`src/rtl/params_pkg.sv`:
```
// Shared ISA constants: opcode field width and RV32I major opcodes.
package params_pkg;

    parameter int unsigned OPCODE_WIDTH = 7;

    localparam logic [6:0] OpcodeR         = 7'h33;
    localparam logic [6:0] OpcodeImmediate = 7'h13;
    localparam logic [6:0] OpcodeLoad      = 7'h03;
    localparam logic [6:0] OpcodeStore     = 7'h23;
    localparam logic [6:0] OpcodeBranch    = 7'h63;
    localparam logic [6:0] OpcodeJal       = 7'h6F;
    localparam logic [6:0] OpcodeLui       = 7'h37;
    localparam logic [6:0] OpcodeAuipc     = 7'h17;

endpackage

```
`src/rtl/mc_control.sv`:
```
// Multi-cycle RV32I control FSM: fetch, decode, execute, memory, writeback,
// plus a sticky trap state for illegal instructions. Drives datapath selects
// and enables, and counts retired instructions.
module mc_control #(
    parameter int unsigned OPCODE_WIDTH = params_pkg::OPCODE_WIDTH
) (
    input  logic        clk_i,
    input  logic        rst_i,
    input  logic [31:0] instr_i,
    input  logic        mem_ready_i,
    input  logic        is_zero_i,
    input  logic        is_less_i,
    output logic        mem_req_o,
    output logic        mem_we_o,
    output logic        mem_addr_sel_o,
    output logic        ir_we_o,
    output logic        pc_we_o,
    output logic        rf_we_o,
    output logic [1:0]  pc_src_o,
    output logic [1:0]  alu_a_sel_o,
    output logic [1:0]  alu_b_sel_o,
    output logic [1:0]  wb_sel_o,
    output logic [2:0]  state_o,
    output logic        illegal_o,
    output logic [31:0] instret_o
);

    typedef enum logic [2:0] {
        StFetch     = 3'd0,
        StDecode    = 3'd1,
        StExecute   = 3'd2,
        StMemory    = 3'd3,
        StWriteback = 3'd4,
        StTrap      = 3'd5
    } state_e;

    state_e                  state_q, state_d;
    logic [31:0]             instret_q;
    logic                    retire;
    logic [OPCODE_WIDTH-1:0] opcode;
    logic [2:0]              funct3;
    logic op_r, op_imm, op_load, op_store, op_branch, op_jal, op_lui, op_auipc, op_legal;

    // Only opcode and funct3 steer control; the rest of the word is datapath-only.
    logic unused_instr_bits;
    assign unused_instr_bits = ^{instr_i[31:15], instr_i[11:0]};

    assign opcode = instr_i[OPCODE_WIDTH-1:0];
    assign funct3 = instr_i[14:12];

    // Opcode class decode; the IR holds the instruction from DECODE onwards.
    always_comb begin
        op_r      = 1'b0;
        op_imm    = 1'b0;
        op_load   = 1'b0;
        op_store  = 1'b0;
        op_branch = 1'b0;
        op_jal    = 1'b0;
        op_lui    = 1'b0;
        op_auipc  = 1'b0;
        case (opcode)
            OPCODE_WIDTH'(params_pkg::OpcodeR):         op_r      = 1'b1;
            OPCODE_WIDTH'(params_pkg::OpcodeImmediate): op_imm    = 1'b1;
            OPCODE_WIDTH'(params_pkg::OpcodeLoad):      op_load   = 1'b1;
            OPCODE_WIDTH'(params_pkg::OpcodeStore):     op_store  = 1'b1;
            OPCODE_WIDTH'(params_pkg::OpcodeBranch):    op_branch = 1'b1;
            OPCODE_WIDTH'(params_pkg::OpcodeJal):       op_jal    = 1'b1;
            OPCODE_WIDTH'(params_pkg::OpcodeLui):       op_lui    = 1'b1;
            OPCODE_WIDTH'(params_pkg::OpcodeAuipc):     op_auipc  = 1'b1;
            default: ;
        endcase
        op_legal = op_r | op_imm | op_load | op_store | op_branch | op_jal | op_lui | op_auipc;
    end

    // Next-state and output decode; enables that depend on mem_ready_i are
    // only raised in states that hold mem_req_o high.
    always_comb begin
        state_d        = state_q;
        mem_req_o      = 1'b0;
        mem_we_o       = 1'b0;
        mem_addr_sel_o = 1'b0;
        ir_we_o        = 1'b0;
        pc_we_o        = 1'b0;
        rf_we_o        = 1'b0;
        pc_src_o       = 2'b00;
        alu_a_sel_o    = 2'b00;
        alu_b_sel_o    = 2'b00;
        wb_sel_o       = 2'b00;
        retire         = 1'b0;

        unique case (state_q)
            StFetch: begin
                mem_req_o = 1'b1;
                if (mem_ready_i) begin
                    ir_we_o = 1'b1;
                    pc_we_o = 1'b1;
                    state_d = StDecode;
                end
            end
            StDecode: begin
                state_d = op_legal ? StExecute : StTrap;
            end
            StExecute: begin
                if (op_r) begin
                    state_d = StWriteback;
                end else if (op_imm || op_load || op_store) begin
                    alu_b_sel_o = 2'b01;
                    state_d     = (op_load || op_store) ? StMemory : StWriteback;
                end else if (op_lui) begin
                    alu_a_sel_o = 2'b10;
                    alu_b_sel_o = 2'b01;
                    state_d     = StWriteback;
                end else if (op_auipc || op_jal) begin
                    alu_a_sel_o = 2'b01;
                    alu_b_sel_o = 2'b01;
                    if (op_jal) begin
                        pc_we_o  = 1'b1;
                        pc_src_o = 2'b01;
                    end
                    state_d = StWriteback;
                end else if (op_branch) begin
                    // Branches retire here; unsupported funct3 traps without a PC write.
                    state_d = StFetch;
                    retire  = 1'b1;
                    case (funct3)
                        3'b000:  pc_we_o = is_zero_i;
                        3'b001:  pc_we_o = !is_zero_i;
                        3'b100:  pc_we_o = is_less_i;
                        3'b101:  pc_we_o = !is_less_i;
                        default: begin
                            state_d = StTrap;
                            retire  = 1'b0;
                        end
                    endcase
                    if (pc_we_o) begin
                        pc_src_o = 2'b10;
                    end
                end else begin
                    state_d = StTrap;
                end
            end
            StMemory: begin
                mem_req_o      = 1'b1;
                mem_addr_sel_o = 1'b1;
                mem_we_o       = op_store;
                if (mem_ready_i) begin
                    if (op_store) begin
                        retire  = 1'b1;
                        state_d = StFetch;
                    end else begin
                        state_d = StWriteback;
                    end
                end
            end
            StWriteback: begin
                rf_we_o  = 1'b1;
                wb_sel_o = op_load ? 2'b01 : (op_jal ? 2'b10 : 2'b00);
                retire   = 1'b1;
                state_d  = StFetch;
            end
            StTrap: ;
            default: state_d = StTrap;
        endcase

        // Reset suppresses every side effect in the cycle it is asserted.
        if (rst_i) begin
            mem_req_o = 1'b0;
            mem_we_o  = 1'b0;
            ir_we_o   = 1'b0;
            pc_we_o   = 1'b0;
            rf_we_o   = 1'b0;
            retire    = 1'b0;
        end
    end

    // State register and retired-instruction counter (wraps naturally).
    always_ff @(posedge clk_i) begin
        if (rst_i) begin
            state_q   <= StFetch;
            instret_q <= 32'd0;
        end else begin
            state_q <= state_d;
            if (retire) begin
                instret_q <= instret_q + 32'd1;
            end
        end
    end

    assign state_o   = state_q;
    assign illegal_o = (state_q == StTrap);
    assign instret_o = instret_q;

endmodule

```
`config.mk`:
```
export PLATFORM = sky130hd
export DESIGN_NAME = mc_control
export DESIGN_NICKNAME = d
export VERILOG_FILES = /design/src/rtl/params_pkg.sv /design/src/rtl/mc_control.sv
export SDC_FILE = /design/constraint.sdc
export NUM_CORES = 1
export LEC_CHECK = 0
export ABC_AREA = 1
export BUFFER_PORTS_ARGS = -buffer_cell sky130_fd_sc_hd__clkbuf_2
export CORE_MARGIN = 8
export CORE_UTILIZATION = 40
export DETAILED_ROUTE_END_ITERATION = 10
export GPL_ROUTABILITY_DRIVEN = 0
export HOLD_SLACK_MARGIN = 0.02
export PLACE_DENSITY = 0.67
export SYNTH_ARGS = -nofsm -noshare
export SYNTH_HDL_FRONTEND = slang
export SYNTH_SLANG_ARGS = --single-unit
export TNS_END_PERCENT = 1
```
`constraint.sdc`:
```
create_clock -name clk_i -period 3.3 [get_ports clk_i]
set_input_delay 0.33 -clock clk_i [delete_from_list [all_inputs] [get_ports clk_i]]
set_output_delay 0.33 -clock clk_i [all_outputs]
set_load 0.01 [all_outputs]
```
==> impl_metrics.csv <==
group,metric,value,unit
detailed_routing,drt-vias-per-instance,5.062,
detailed_routing,remaining_drc_errors,0,
min_path,hold_class,"in2reg",
power,power_frac_comb,13.8,%
sta,finalMaxSlewViolations,0,
clocking,cts_tree,"done",
clocking,clk_pin_slew,0.07,ns
detailed_routing,first_pass_iters,4,
synth,synth_cell_types,28,
critical_path,cp-end-kind,"output port",
power,swShare,28.58,%
sta,tightest_slew,0.7909,ns
sta,slew-limit-headroom,47.28,%
final_layout,seq_area,700.7,µm²
final_layout,n_fill_cell,720,
synth,yosysTopAreaCell,"dfxtp_1",
critical_path,critPathLaunchType,"flip-flop",
final_layout,design_area,3024,µm²
synth,async_flop_share,0,%
clocking,root_buffer,"clkbuf_8",
final_layout,antenna_cells,0,
detailed_routing,wl,7439,µm
critical_path,critPathKind,"reg2out",
floorplanning,die-area,9470,µm²
critical_path,worstPathMaxFanout,6,
power,p_int,0.6035,mW
clocking,cts_setup_buffers,0,
detailed_routing,first_iter_violations,207,
run_status,status,"complete, no violations",
critical_path,max_stage_delay,0.35,ns
flow_run,drv_cap,0,
grt,grt-ovfl-total,0,
final_layout,final_core_util,47.36,%
clocking,clk_path_buf_depth,2,
grt,first_global_vias,2819,
sta,fmax,0.4725,GHz
detailed_routing,antenna_left,0,
critical_path,crit_required,2.97,ns
placed_design,postPlaceCellArea,2952,µm²
sta,fin_tns_setup,0,ns
floorplanning,initial_core_util,41.42,%
synth,synth_ff_type,"dfxtp_1",
detailed_routing,vias,2926,
synth,yosys_warnings,0,
critical_path,crit_family,"simple AND/OR/NAND/NOR gates",
placed_design,hpwl,5672,µm
sta,fin_crit_sh,64.13,%
floorplanning,die_w,97.32,µm
synth,netlist_area,2645,µm²
power,p_switching,0.2415,mW
sta,fin_skew,0.008034,ns
final_layout,drive_gt1_share,18.96,%
clocking,htree_levels,2,
power,worst_ir_drop_vdd,0.1333,mV
clocking,clock_latency,0.29,ns
synth,synth_top_area_share,26.49,%
floorplanning,die_h,97.32,µm
critical_path,r2r_slack,1.31,ns
placed_design,port-buffer-count,63,
final_layout,multiInputGateArea,1719,µm²
clocking,cts_resized,0,
critical_path,cp_num_buf_inv,2,
critical_path,crit_path_frequent_cell,"nand2_1",
floorplanning,io_pins,87,
power,power.leakage,1.275,nW
synth,yosys_register_bits,35,
final_layout,nets,540,
floorplanning,row_count,29,
clocking,clock_sinks,35,
grt,grt_pass1_wl,12630,µm
clocking,postCtsHoldBufs,0,
sta,final.min_clock_period,2.116,ns
synth,yosysSeqAreaShare,26.49,%
synth,syn-num-nets,483,
power,p_per_area,279.4,nW/µm²
synth,postSynthAreaPerCell,5.944,µm²
detailed_routing,wl_per_cell,12.87,µm
grt,grt_usage,15.60,%
synth,netlist_top_cells_area,"dfxtp_1 (26%), nand2_1 (22%), nor2_1 (9.9%), nand3_1 (7.0%), a21oi_1 (6.6%)",
floorplanning,fp.coreArea,6386,µm²
sta,finalSetupViolations,0,
critical_path,crit_arrival,1.79,ns
grt,antenna_found_initial,0,
critical_path,worstPathCellList,"inv_2, nand2_2, nor2_1, nand3b_1, a21oi_1, nand2_1, nand2_1, clkbuf_2",
sta,hold_viol,0,
synth,synth_edf_count,0,
clocking,cts_made_buffers,5,
final_layout,syn_to_final_growth,14.33,%
grt,grt_max_degree,39,
sta,rsz0062_at_grt,"no",
power,clkPwrFrac,34.5,%
power,pwr-share-seq,51.7,%
synth,netlist_instances,445,
critical_path,slowest_stage,"dfxtp_1",
## flip-flops by register name, indices dropped and copies added, names as in the netlist
name	flops
instret_o	32
state_o	3
## worst min-delay path, cell delays in order
cell      delay (ns)
clkbuf_2        0.10
nor2_1          0.06
inv_1           0.04
nand2_1         0.04
nor2_1          0.07
## metal layers
| layer | vias to the layer above | GRT usage, % | wire length (µm) |
|---|---|---|---|
| met5 | - | 0 | 0 |
| li1 | 1532 | - | - |
| met3 | 13 | 3.983 | 355 |
| met1 | 1315 | 18.55 | 3502 |
| met2 | 66 | 26.25 | 3459 |
| met4 | 0 | 5.828 | 121 |
## layout make-up
class	instances	share of cell area, %
multi-input combinational	366	56.85
sequential	35	23.17
timing repair buffer	64	10.67
inverter	30	3.724
tap	77	3.186
clock buffer	6	2.400
## power groups by stage
stage | logic (mW) | clock network (mW) | registers [mW]
after floorplan | 0.0883 | 0 | 0.447
after global placement | 0.115 | 0 | 0.446
after detailed placement | 0.117 | 0 | 0.446
after CTS | 0.118 | 0.298 | 0.436
after global routing | 0.133 | 0.316 | 0.437
final | 0.117 | 0.292 | 0.437
## synthesized netlist by cell type, types with 2 or more instances
library cell	n
a21oi_1	35
buf_2	3
buf_6	4
buf_8	2
clkbuf_1	4
dfxtp_1	35
inv_1	26
inv_2	4
nand2_1	156
nand2_2	7
nand3_1	37
nand3b_1	16
nand4_1	3
nor2_1	70
nor2_2	9
nor2_4	3
nor3_1	6
o21ai_0	3
xnor2_1	3
xor2_1	11
## cells in the final DEF, fill, tap and decap left out, drive strengths merged
| master | n |
|---|---|
| clkbuf | 69 |
| buf | 1 |
| nand2 | 164 |
| inv | 30 |
| nor3 | 6 |
| nor2 | 82 |
| o21ai | 3 |
| o21bai | 1 |
| nand3 | 39 |
| xor2 | 11 |
| dfxtp | 35 |
| conb | 1 |
| a21oi | 35 |
| o211ai | 1 |
| ha | 1 |
| xnor2 | 3 |
| nand4 | 3 |
| nand3b | 16 |
## through the flow
stage / worst slack (ns) / instances / power (mW) / hold slack [ns]
floorplan: 1.707 / 445 / 0.5354 / 0.5067
global placement: 1.270 / 572 / 0.5607 / 0.4869
detailed placement: 1.257 / 572 / 0.5629 / 0.4965
CTS: 1.164 / 578 / 0.8512 / 0.3900
global route: 0.9813 / 578 / 0.8859 / 0.4429
finish: 1.184 / 578 / 0.8450 / 0.3919
## kinds of logic (layout without fill, tap and decap cells)
group	after synthesis	after routing	synth area share (%)
buf+inv	44	100	8.514
fa+ha+maj	1	1	0.4730
other cells	1	1	0.1418
simple gates	310	310	51.99
flops	35	35	26.49
xor+xnor	14	14	4.636
compound gates	40	40	7.758
## path summary, 6_finish.rpt
| path | from | to | cells past startpoint |
|---|---|---|---|
| max | state_o[2]$_SDFFE_PP0P_ | pc_we_o | 8 |
| min | mem_ready_i | state_o[2]$_SDFFE_PP0P_ | 5 |
| max reg2reg | state_o[0]$_SDFFE_PP0P_ | instret_o[4]$_SDFFE_PP0P_ | 8 |
| min reg2reg | instret_o[31]$_SDFFE_PP0P_ | instret_o[31]$_SDFFE_PP0P_ | 2 |
(Power assumes the default switching activity.)
